## config.mk

```make
export PLATFORM = sky130hd
export DESIGN_NAME = div_32_seq_flat
export DESIGN_NICKNAME = d
export VERILOG_FILES = /design/src/rtl/div_pkg.sv /design/src/rtl/div_32_seq_if.sv /design/src/rtl/sub_32.sv /design/src/rtl/div_32_seq.sv /design/src/flat_wrapper.sv
export SDC_FILE = /design/constraint.sdc
export NUM_CORES = 1
export LEC_CHECK = 0
export BUFFER_PORTS_ARGS = -buffer_cell sky130_fd_sc_hd__clkbuf_2
export CORE_ASPECT_RATIO = 0.9
export CORE_MARGIN = 2
export CORE_UTILIZATION = 45
export DETAILED_ROUTE_END_ITERATION = 8
export GPL_TIMING_DRIVEN = 0
export PLACE_DENSITY = 0.7
export SYNTH_ARGS = -nofsm -noshare
export SYNTH_HDL_FRONTEND = slang
export SYNTH_SLANG_ARGS = --single-unit
export TNS_END_PERCENT = 5
```

## constraint.sdc

```tcl
create_clock -name clk -period 3.35 [get_ports clk]
set_input_delay 0.1675 -clock clk [delete_from_list [all_inputs] [get_ports clk]]
set_output_delay 0.1675 -clock clk [all_outputs]
set_load 0.01 [all_outputs]
```

## src/rtl/div_pkg.sv

```systemverilog
// Shared definitions for the sequential restoring divider: FSM encoding
// and the fixed constants used by the datapath.
package div_pkg;

    localparam int          DIV_ITER = 32;
    localparam logic [31:0] DZ_QUOT  = 32'hFFFF_FFFF;

    typedef enum logic [1:0] {
        IDLE = 2'd0,
        RUN  = 2'd1,
        DZ   = 2'd2
    } div_state_e;

endpackage

```

## src/rtl/div_32_seq_if.sv

```systemverilog
// Start/done handshake bundle between the ALU (master) and the divider (slave).
interface div_32_seq_if;
    import div_pkg::*;

    logic                start;
    logic [DIV_ITER-1:0] dividend;
    logic [DIV_ITER-1:0] divisor;
    logic [DIV_ITER-1:0] quotient;
    logic [DIV_ITER-1:0] remainder;
    logic                busy;
    logic                done;
    logic                div_by_zero;

    modport master (
        output start, dividend, divisor,
        input  quotient, remainder, busy, done, div_by_zero
    );

    modport slave (
        input  start, dividend, divisor,
        output quotient, remainder, busy, done, div_by_zero
    );

endinterface

```

## src/rtl/sub_32.sv

```systemverilog
// 32-bit subtractor: diff = a - b, carry_out = 1 when no borrow (a >= b).
module sub_32 (
    input  logic [31:0] a,
    input  logic [31:0] b,
    output logic [31:0] diff,
    output logic        carry_out
);

    assign {carry_out, diff} = {1'b0, a} + {1'b0, ~b} + 33'd1;

endmodule

```

## src/rtl/div_32_seq.sv

```systemverilog
// Sequential 32-bit unsigned restoring divider, one trial subtraction per
// clock through sub_32, with a start/done handshake towards the ALU.
module div_32_seq
    import div_pkg::*;
#(
    parameter int WIDTH = 32,
    parameter int CNT_W = 5
) (
    input  logic          clk,
    input  logic          rst_n,
    div_32_seq_if.slave   bus
);

    div_state_e        state_q, state_d;
    logic [CNT_W-1:0]  cnt_q, cnt_d;
    logic [WIDTH-1:0]  r_q, r_d;
    logic [WIDTH-1:0]  q_q, q_d;
    logic [WIDTH-1:0]  dvsr_q, dvsr_d;
    logic [WIDTH-1:0]  quot_q, quot_d;
    logic [WIDTH-1:0]  rem_q, rem_d;
    logic              done_q, done_d;
    logic              dbz_q, dbz_d;

    logic [WIDTH-1:0]  rs;
    logic              msb;
    logic [WIDTH-1:0]  diff;
    logic              carry_out;
    logic              take;
    logic [WIDTH-1:0]  r_next;
    logic [WIDTH-1:0]  q_next;

    // The 33rd bit of the shifted remainder lives only in msb; when it is set
    // the true value exceeds any divisor and the mod-2^32 difference is exact.
    assign msb    = r_q[WIDTH-1];
    assign rs     = {r_q[WIDTH-2:0], q_q[WIDTH-1]};
    assign take   = msb | carry_out;
    assign r_next = take ? diff : rs;
    assign q_next = {q_q[WIDTH-2:0], take};

    sub_32 u_sub (
        .a         (rs),
        .b         (dvsr_q),
        .diff      (diff),
        .carry_out (carry_out)
    );

    always_comb begin
        state_d = state_q;
        cnt_d   = cnt_q;
        r_d     = r_q;
        q_d     = q_q;
        dvsr_d  = dvsr_q;
        quot_d  = quot_q;
        rem_d   = rem_q;
        done_d  = 1'b0;
        dbz_d   = dbz_q;

        case (state_q)
            IDLE: begin
                if (bus.start) begin
                    // Q doubles as the captured dividend for the divide-by-zero path.
                    dvsr_d  = bus.divisor;
                    q_d     = bus.dividend;
                    r_d     = '0;
                    cnt_d   = CNT_W'(DIV_ITER - 1);
                    dbz_d   = 1'b0;
                    state_d = (bus.divisor == '0) ? DZ : RUN;
                end
            end
            RUN: begin
                r_d = r_next;
                q_d = q_next;
                if (cnt_q == '0) begin
                    quot_d  = q_next;
                    rem_d   = r_next;
                    done_d  = 1'b1;
                    state_d = IDLE;
                end else begin
                    cnt_d = cnt_q - CNT_W'(1);
                end
            end
            DZ: begin
                quot_d  = DZ_QUOT;
                rem_d   = q_q;
                dbz_d   = 1'b1;
                done_d  = 1'b1;
                state_d = IDLE;
            end
            default: state_d = IDLE;
        endcase
    end

    always_ff @(posedge clk or negedge rst_n) begin
        if (!rst_n) begin
            state_q <= IDLE;
            cnt_q   <= '0;
            r_q     <= '0;
            q_q     <= '0;
            dvsr_q  <= '0;
            quot_q  <= '0;
            rem_q   <= '0;
            done_q  <= 1'b0;
            dbz_q   <= 1'b0;
        end else begin
            state_q <= state_d;
            cnt_q   <= cnt_d;
            r_q     <= r_d;
            q_q     <= q_d;
            dvsr_q  <= dvsr_d;
            quot_q  <= quot_d;
            rem_q   <= rem_d;
            done_q  <= done_d;
            dbz_q   <= dbz_d;
        end
    end

    assign bus.quotient    = quot_q;
    assign bus.remainder   = rem_q;
    assign bus.busy        = (state_q != IDLE);
    assign bus.done        = done_q;
    assign bus.div_by_zero = dbz_q;

endmodule

```

## src/flat_wrapper.sv

```systemverilog
// flat-port wrapper written by rule: the top's interface ports become plain ports
module div_32_seq_flat import div_pkg::*;
#(
    parameter int WIDTH = 32,
    parameter int CNT_W = 5
)
  (clk, rst_n, bus_start, bus_dividend, bus_divisor, bus_quotient, bus_remainder, bus_busy, bus_done, bus_div_by_zero);
  div_32_seq_if bus_i ();
  input  logic clk;
  input  logic rst_n;
  input wire logic [$bits(bus_i.start)-1:0] bus_start;
  input wire logic [$bits(bus_i.dividend)-1:0] bus_dividend;
  input wire logic [$bits(bus_i.divisor)-1:0] bus_divisor;
  output wire logic [$bits(bus_i.quotient)-1:0] bus_quotient;
  output wire logic [$bits(bus_i.remainder)-1:0] bus_remainder;
  output wire logic [$bits(bus_i.busy)-1:0] bus_busy;
  output wire logic [$bits(bus_i.done)-1:0] bus_done;
  output wire logic [$bits(bus_i.div_by_zero)-1:0] bus_div_by_zero;
  assign bus_i.start = bus_start;
  assign bus_i.dividend = bus_dividend;
  assign bus_i.divisor = bus_divisor;
  assign bus_quotient = bus_i.quotient;
  assign bus_remainder = bus_i.remainder;
  assign bus_busy = bus_i.busy;
  assign bus_done = bus_i.done;
  assign bus_div_by_zero = bus_i.div_by_zero;
  div_32_seq #(.WIDTH(WIDTH), .CNT_W(CNT_W)) u_core (.clk(clk), .rst_n(rst_n), .bus(bus_i));
endmodule
```

# Word level (Yosys, flattened, before mapping)
# Index checks and enable logic that the tools add are counted.
# word_totals
output_inout_bits,67
inputBits,67
word_cells,52
regBits,169
# classes
eq_ne,5
reduce_logical,13
addsub,3
n_mux,20
bitwise_logic,2
# ops
op,n
case mux 32 bit (2 select lines),4
2-to-1 mux 32 bit,5
adder 32 x 32 -> 33 bit,1
adder 33 x 1 -> 33 bit (second input constant),1
zero test 32 bit,1
NOT 32 bit,1
2-to-1 mux 5 bit,2
case mux 5 bit (2 select lines),1
AND reduction 2 bit,5
nonzero test 2 bit,4
2-to-1 mux 2 bit,3
zero test 5 bit,1
subtractor 5 x 1 -> 5 bit (second input constant),1
!= test 2 bit (second input constant),2
case mux 1 bit (2 select lines),2
case mux 2 bit (2 select lines),1
AND reduction 3 bit,1
== test 2 x 1 -> 1 bit (second input constant),1
== test 2 bit (second input constant),1
zero test 2 bit,1
2-to-1 mux 1 bit,2
!= test 2 x 1 -> 1 bit (second input constant),1
bitwise OR 1 bit,1

# Depth between registers and ports, before layout
# Gate-level depths: netlist (run 1).
# logic_depth
word_depth,7
ltp_mapped,13
ltp_nobuf,12

# Hierarchy
# A second synthesis (run 1) with hierarchy kept.
# unflattened
cells_unflattened,910
area_unflattened_um2,9323.9
# modules_own_cells
mod,area_per_inst_um2,cells_per_inst,instances
div_32_seq,7342.0,608,1
sub_32,1981.9,302,1

# Worst setup path before layout (run 1)
# Ideal clock, no wire load.
# synth_timing
path_type,reg-to-reg
from,register u_core.q_q[31]
to,"register u_core.rem_q[5], in the netlist u_core.bus.remainder[5]"
t_required_ns,3.210
period_less_slack_ns,2.824
n_path_buf,2
t_arrival_ns,2.683
path_slack_ns,0.526
path_stages_with_launch,13
path_cell_list,dfrtp_1 -> inv_1 -> ha_1 -> fa_1 -> nand2b_1 -> a21oi_1 -> o2111ai_2 -> a311oi_2 -> o32ai_4 -> buf_6 -> buf_4 -> a21oi_1 -> a21oi_1
# synth_via
elab_chain_len,6
# synth_lines
element,line_no,rtl
start: declaration,div_32_seq.sv:17,"logic [WIDTH-1:0] q_q, q_d;"
start signal: assignment,div_32_seq.sv:108,q_q <= q_d;
adder 32 x 32 -> 33 bit (*),sub_32.sv:9,"assign {carry_out, diff} = {1'b0, a} + {1'b0, ~b} + 33'd1;"
adder 33 x 1 -> 33 bit (*),sub_32.sv:9,
bitwise OR 1 bit,div_32_seq.sv:36,assign take = msb | carry_out;
2-to-1 mux 32 bit (*),div_32_seq.sv:37,assign r_next = take ? diff : rs;
2-to-1 mux 32 bit (*),div_32_seq.sv:73,if (cnt_q == '0) begin
case mux 32 bit (2 select lines) (*),div_32_seq.sv:58,case (state_q)
end signal: assignment,div_32_seq.sv:111,rem_q <= rem_d;
end: declaration,div_32_seq.sv:20,"logic [WIDTH-1:0] rem_q, rem_d;"
# Every way passes the cells marked *; elsewhere a longest branch is shown, timed or not. The select of a mux whose other input is x is not followed.
# A chain may end at the register's enable or synchronous reset.

# Final worst setup path (run 1)
# Ends and elaborated chain as after synthesis.

==> summary.md, run 1 <==
| Metric | Value |
|---|---|
| Number of nets in the layout | 1,312 |
| CTS sink count | roughly 170 |
| Total Routing Usage GR | approximately 25% |
| Core Box Area | between 0.015 and 0.02 mm² |
| Later-pin clock latency in the skew report | 0.44 ns |
| Global route overflow | 0 |
| Synth Area in Simple Gates | around 14% |
| Root Driver | clkbuf_16 |
| Post-synth top flop | dfrtp_1 |
| XOR/XNOR Fraction of Synth Area | 3.09% |
| Asr flop ratio synth | 100% |
| WHS | 0.0160 ns |
| Remaining antenna violation count | 0 |
| FF+latch count, synth | 169 |
| Final setup margin | 0.0982 ns |
| CTS max path bufs | 2 |
| Tcrit/Tclk final | 97.1% |
| Critical Path AT | ~3.5 ns |
| Routed wire per std cell | between 15 and 20 µm |
| Share of layout cells above drive strength 1 | 16.6% |
| Crit path kind | register to register |
| Ant diodes | 0 |
| Final std cells w/o fill | between 1k and 1.5k |
| DIE WIDTH | ~150 µm |
| Routability cong. | 0.929 |
| Core Rows | 49 |
| Max Clk Rate | between 0.3 and 0.4 GHz |
| DRC errors left | 0 |
| Post-place setup slack | -0.132 ns |
| Starting DRT DRC Count | approximately 680 |
| Syn Nets | between 1k and 1.5k |
| Final setup TNS | 0 ns |
| Status | finished clean |
| I/O Buffers | 133 |
| Max-Cap Viols | 0 |
| Synth warn | 0 |
| Vias | between 8k and 9k |
| Synth unique cells | 67 |
| Die Y | about 140 µm |
| Leakage | approximately 0.0055 µW |
| Vias in the first global route | roughly 7.9k |
| Max rail drop VDD | about 0.36 mV |
| First-pass GRT wire length | 41,900 µm |
| Worst Setup Start Kind | register |
| Worst EP required | roughly 3.6 ns |
| Synth Area in Compound Gates | about 21% |
| Mapped Area | between 0.009 and 0.01 mm² |
| Full die area | around 0.021 mm² |
| Post-synth EDFFs | 0 |
| Largest family of logic cells by synthesized area | compound AO/OA/AOI/OAI gates |
| Final setup fails | 0 |
| PwrDens | about 730 mW/mm² |
| RSZ-0062 raised after global routing | no |
| Max-slew violations | 0 |
| # IOs | around 130 |
| Vias per Instance | about 5.7 |
| Area growth syn-to-layout | 22.5% |
| Mapped Avg Cell Area | between 8 and 9 µm² |
| Clk pin slew, worst setup/hold paths | 0.07 ns |
| CTS tree | yes |
| Final Util | 56.0% |
| Initial DRT Pass Iterations | 5 |
| Final HPWL DP | 19,700 µm |
| Sequential fraction of the synthesis area | a little under half |
| Layout Skew | 0.00764 ns |
| Worst hold path type | primary input to register |
| Final Routed Wirelength | ~27,000 µm |
| Inserted Clock Buffers | 17 |
| Post-Synth Adder-Cell Area | between 5 and 6% |
| Worst slew margin | slightly above 40% |
| Critical path endpoint category | register |
| Largest net degree at the start of global routing | ~110 |
| Filler Cell Count | ~1.8k |
| Syn Inst Count | roughly 1k |
| Initial Util | 45.7% |
| Mux cell area share after synthesis | between 4 and 5% |
| Cells after DPL | between 1k and 1.5k |
| Worst Max-Slew Pin Slew | 0.867 ns |
| Min Tclk post-route | 3.25 ns |
| Critical path fanouts, max | 10 |
| Initial antenna violation count | 0 |
| CTS H-tree lvls | 4 |
| Final hold vios | 0 |
-- layout by cell type, fill, tap and decap left out, types with 6 or more instances in the layout --
cell type,Yosys,layout
nand2_1,191,191
o21ai_0,174,174
dfrtp_1,169,168
clkbuf_2,0,132
a21oi_1,83,72
inv_1,47,47
nor2_1,45,45
clkbuf_1,43,43
mux2i_1,40,40
ha_1,37,37
dlygate4sd3_1,0,31
xnor2_1,18,18
clkbuf_16,0,17
xor2_1,14,14
or3_1,14,14
nor4_1,11,11
a21o_1,11,11
nor3_1,11,11
a21oi_2,1,11
nand4_1,7,7
buf_4,3,6
a22oi_1,6,6
a31oi_1,6,6
inv_6,0,6
-- flip-flops by register name, indices dropped and copies added, names as in the netlist --
name                    count
u_core.dvsr_q              32
u_core.r_q                 32
u_core.bus.div_by_zero      1
u_core.cnt_q                5
u_core.bus.remainder       32
u_core.bus.quotient        32
u_core.state_q              2
u_core.q_q                 32
u_core.bus.done             1
-- metrics by stage --
stage	area [µm²]	total power (µW)
6_report	11100	8130
3_5_place_dp	10100	5900
3_3_place_gp	10100	5820
2_1_floorplan	9080	5030
5_1_grt	11100	8660
4_1_cts	11000	8030
-- cell usage after synthesis, types with 5 or more instances --
cell,count,share of area (%)
nand2b_1,5,0.34
o21ai_0,174,9.6
clkbuf_1,43,1.8
a21o_1,11,0.91
buf_1,5,0.21
nor3_1,11,0.61
nand2_1,191,7.9
a21oi_1,83,4.6
nor4_1,11,0.76
mux2i_1,40,4.4
a211oi_1,5,0.41
o21ai_1,5,0.28
inv_1,47,1.9
nand4_1,7,0.48
or3_1,14,0.96
ha_1,37,5.1
dfrtp_1,169,47
a22oi_1,6,0.50
xnor2_1,18,1.7
xor2_1,14,1.4
nor2_1,45,1.9
a31oi_1,6,0.41
-- final timing paths --
kind / to / startpoint / cells after the start / slack (ns)
worst max register to register: u_core.bus.remainder[5] / u_core.q_q[31] / 12 / 0.1
worst min register to register: u_core.bus.quotient[16] / u_core.bus.quotient[16] / 2 / 0.47
worst min-delay path: u_core.q_q[27] / bus_dividend[27] / 3 / 0.02
max in group asynchronous: u_core.cnt_q[4] / rst_n / 3 / 2.12
worst max-delay path: u_core.bus.remainder[5] / u_core.q_q[31] / 12 / 0.1
min in group asynchronous: u_core.dvsr_q[7] / rst_n / 2 / 0.29
-- kinds of logic after synthesis --
logic type	Yosys count
buffers and inverters	103
xor gates and xnor gates	32
and+or+nand+nor	304
AOI/OAI and AO/OA	332
adders and majority gates	38
muxes	42
DFF	169
-- final cells by class --
cell class,instances,area [µm²],share of cell area (%)
plain buffers,56,234,2.10
clock buffers,17,425,3.82
clock inverters,15,188,1.69
inverters,47,176,1.59
multi-input cells,748,4520,40.6
flip-flops and latches,169,4230,38.0
well taps,255,319,2.87
repair buffers,168,1030,9.30
-- power breakdown --
part / internal [µW] / switching [µW]
logic: 1170 / 2010
clock network: 1190 / 898
registers: 2500 / 362
total: 4860 / 3270
-- worst max-delay path, cell delays in order (launching register included) --
cell and delay [ns]:
dfrtp_2 0.42, inv_1 0.06, ha_1 0.21, fa_1 0.41, nand2b_4 0.18, a21oi_4 0.19
o2111ai_4 0.21, a311oi_4 0.39, o32ai_4 0.23, buf_6 0.22, buf_4 0.20, a21oi_1 0.25
a21oi_1 0.11
-- routing by layer --
| layer | GRT usage [%] | share of wire (%) | vias to the layer above |
|---|---|---|---|
| met1 | 36.6 | 46 | 4112 |
| met5 | 0 | 0 | - |
| met2 | 37.4 | 45 | 295 |
| met4 | 7.00 | 1.7 | 0 |
| met3 | 4.34 | 7.1 | 37 |
| li1 | - | - | 3940 |
-- what timing repair did --
action / 4_1_cts / 5_1_grt
setup endpoints to repair: 37 / 59
hold buffers: 31 / 0
endpoints found under the hold margin: 92 / 0
pin swaps: 2 / 2
setup buffers: 1 / 2
resized for setup: 3 / 13
No activity file was read; power rests on OpenSTA's default activity.
==> run 2, diff against run 1 <==
--- a/config.mk
+++ b/config.mk
@@ -11,7 +11,7 @@
 export CORE_UTILIZATION = 45
 export DETAILED_ROUTE_END_ITERATION = 8
 export GPL_TIMING_DRIVEN = 0
-export PLACE_DENSITY = 0.7
+export PLACE_DENSITY = 0.65
 export SYNTH_ARGS = -nofsm -noshare
 export SYNTH_HDL_FRONTEND = slang
 export SYNTH_SLANG_ARGS = --single-unit
==> constraint.sdc (replaced) <==
create_clock -name clk -period 3.35 [get_ports clk]
set_input_delay 0.67 -clock clk [delete_from_list [all_inputs] [get_ports clk]]
set_output_delay 0.67 -clock clk [all_outputs]
set_load 0.01 [all_outputs]
==> run 2 against run 1 <==
Design area fell by 3.4%. Combinational power hardly changed. Clock power decreased by 6%. Via count shrank 3.3%. Routed wire length decreased by 1.5%. Global-route usage rose by 0.18 points. Cell count down 2.1%. Fmax is 0.84% lower. Power shrank 1.9%. Critical path depth stayed put. Sequential power about the same. Die area is the same. Critical path type unchanged. Critical endpoint is now u_core.bus.remainder[13]. Largest cell class unchanged.
==> summary.md, run 2 (synthesized netlist as in run 1, its figures left out) <==
| Metric | Value |
|---|---|
| Status | finished clean (unchanged) |
| Max-slew violations | 0 (unchanged) |
| # IOs | 134 (unchanged) |
| Worst slew margin | 43.3% (was 41.4%) |
| Root Driver | clkbuf_16 (unchanged) |
| Initial Util | 45.7% (unchanged) |
| Initial antenna violation count | 0 (unchanged) |
| Routed wire per std cell | 18.2 µm (was 18.0 µm) |
| Final setup fails | 0 (unchanged) |
| Worst hold path type | primary input to asynchronous set/reset pin (was primary input to register) |
| Worst Max-Slew Pin Slew | 0.839 ns (was 0.867 ns) |
| DIE WIDTH | 154 µm (unchanged) |
| Initial DRT Pass Iterations | 5 (unchanged) |
| CTS Hold Bufs | 0 (was 31) |
| Final Util | 54.1% (was 56.0%) |
| Inserted Clock Buffers | 17 (unchanged) |
| Area growth syn-to-layout | 18.4% (was 22.5%) |
| Final Routed Wirelength | 26,200 µm (was 26,600 µm) |
| Tcrit/Tclk final | 97.9% (was 97.1%) |
| Critical path endpoint category | register (unchanged) |
| First-pass GRT wire length | 42,000 µm (was 41,900 µm) |
| Total Routing Usage GR | 24.9% (was 24.7%) |
| CTS H-tree lvls | 4 (unchanged) |
| Later-pin clock latency in the skew report | 0.45 ns (was 0.44 ns) |
| Core Rows | 49 (unchanged) |
| Total power | 7980 µW (was 8130 µW) |
| Max Clk Rate | 0.305 GHz (was 0.308 GHz) |
| I/O Buffers | 133 (unchanged) |
| FF-to-FF setup slack | 0.07 ns (was 0.1 ns) |
| Vias | 8,111 (was 8,384) |
| Worst EP required | 3.65 ns (was 3.63 ns) |
| Vias in the first global route | 7,876 (was 7,901) |
| Critical path fanouts, max | 10 (unchanged) |
| Commonest non-fill, non-tap cell in the layout | nand2_1 (unchanged) |
| Ant diodes | 0 (unchanged) |
| Remaining antenna violation count | 0 (unchanged) |
| PwrDens | 743 mW/mm² (was 731 mW/mm²) |
| CTS max path bufs | 2 (unchanged) |
| Min Tclk post-route | 3.28 ns (was 3.25 ns) |
| WHS | 0.214 ns (was 0.0160 ns) |
| Die Y | 139 µm (unchanged) |
| Largest net degree at the start of global routing | 111 (was 108) |
| Max rail drop VDD | 0.418 mV (was 0.363 mV) |
| Final HPWL DP | 19,700 µm (about the same) |
| Number of nets in the layout | 1,281 (was 1,312) |
| Worst Setup Start Kind | register (unchanged) |
| Max-Cap Viols | 0 (unchanged) |
| Global route overflow | 0 (unchanged) |
| Vias per Instance | 5.62 (was 5.68) |
| Layout Skew | 0.0105 ns (was 0.00764 ns) |
| Crit path kind | register to register (unchanged) |
| Most frequent cells in the layout | nand2_1 (191), o21ai_0 (172), dfrtp_1 (168) (was nand2_1 (191), o21ai_0 (174), dfrtp_1 (168)) |
| Routability cong. | 0.869 (was 0.929) |
| CTS sink count | 169 (unchanged) |
| Clk pin slew, worst setup/hold paths | 0.08 ns (was 0.07 ns) |
| Full die area | 0.0213 mm² (unchanged) |
| Critical Path AT | 3.58 ns (was 3.53 ns) |
| Leakage | 0.00528 µW (was 0.00546 µW) |
| DRC errors left | 0 (unchanged) |
| CTS tree | yes (unchanged) |
| Core Box Area | 0.0199 mm² (unchanged) |
| Final hold vios | 0 (unchanged) |
| Starting DRT DRC Count | 552 (was 684) |
| Share of layout cells above drive strength 1 | 16.5% (was 16.6%) |
## run 2: final timing paths
kind,startpoint,endpoint,cells after the start
worst max-delay path,u_core.q_q[31],u_core.bus.remainder[13],12
worst min-delay path,rst_n,u_core.dvsr_q[5],1
worst max register to register,u_core.q_q[31],u_core.bus.remainder[13],12
worst min register to register,u_core.bus.quotient[5],u_core.bus.quotient[5],2
max in group asynchronous,rst_n,u_core.bus.remainder[12],2
min in group clk,bus_divisor[29],u_core.dvsr_q[29],3
## run 2: metal layers
metal / part of all wire [%] / vias to the layer above / track usage, %
met1: 48 / 3974 / 36.7
met5: 0 / - / 0
li1: - / 3875 / -
met3: 5.0 / 32 / 4.84
met2: 45 / 230 / 37.5
met4: 1.7 / 0 / 7.00
## run 2: where the power goes
part	internal, µW	total, µW	switching [µW]	leakage [µW]
Clock	995	1970	974	0.000276
Sequential	2500	2870	367	0.00223
Combinational	1140	3150	2000	0.00277
Total	4640	7980	3350	0.00528
## run 2: per-stage QoR
step / TNS, ns / setup WS, ns / std cells / instance area, µm²
finish: 0 / 0.0708 / 1444 / 10700
global route: -0.245 / -0.0289 / 1444 / 10700
CTS: 0 / 0.0290 / 1443 / 10700
detailed placement: -1.94 / -0.118 / 1409 / 10100
global placement: -268.94 / -1.60 / 1408 / 10100
floorplan: 0 / 0.526 / 1020 / 9080
## run 2: final cells by class
| class | instances | area, µm² |
|---|---|---|
| fillers | 1903 | 9120 |
| multi-input cells | 748 | 4480 |
| flip-flops and latches | 169 | 4230 |
| repair buffers | 137 | 724 |
| clock buffers | 17 | 425 |
| well taps | 255 | 319 |
| plain buffers | 56 | 234 |
| inverters | 47 | 176 |
| clock inverters | 15 | 155 |
## run 2: critical path, stage by stage (launching register included)
cell and delay [ns]:
dfrtp_2 0.43, inv_1 0.06, ha_1 0.21, fa_1 0.41, nand2b_4 0.18, a21oi_4 0.23, o2111ai_4 0.21, a311oi_2 0.40
o32ai_4 0.22, buf_6 0.20, buf_4 0.18, a21oi_1 0.27, a21oi_1 0.12
## run 2: what timing repair did
item / 4_1_cts / 5_1_grt
resized for setup: 1 / 9
setup endpoints to repair: 30 / 39
endpoints found under the hold margin: 0 / 0
pin swaps: 2 / 3
buffers inserted: 2 / 1
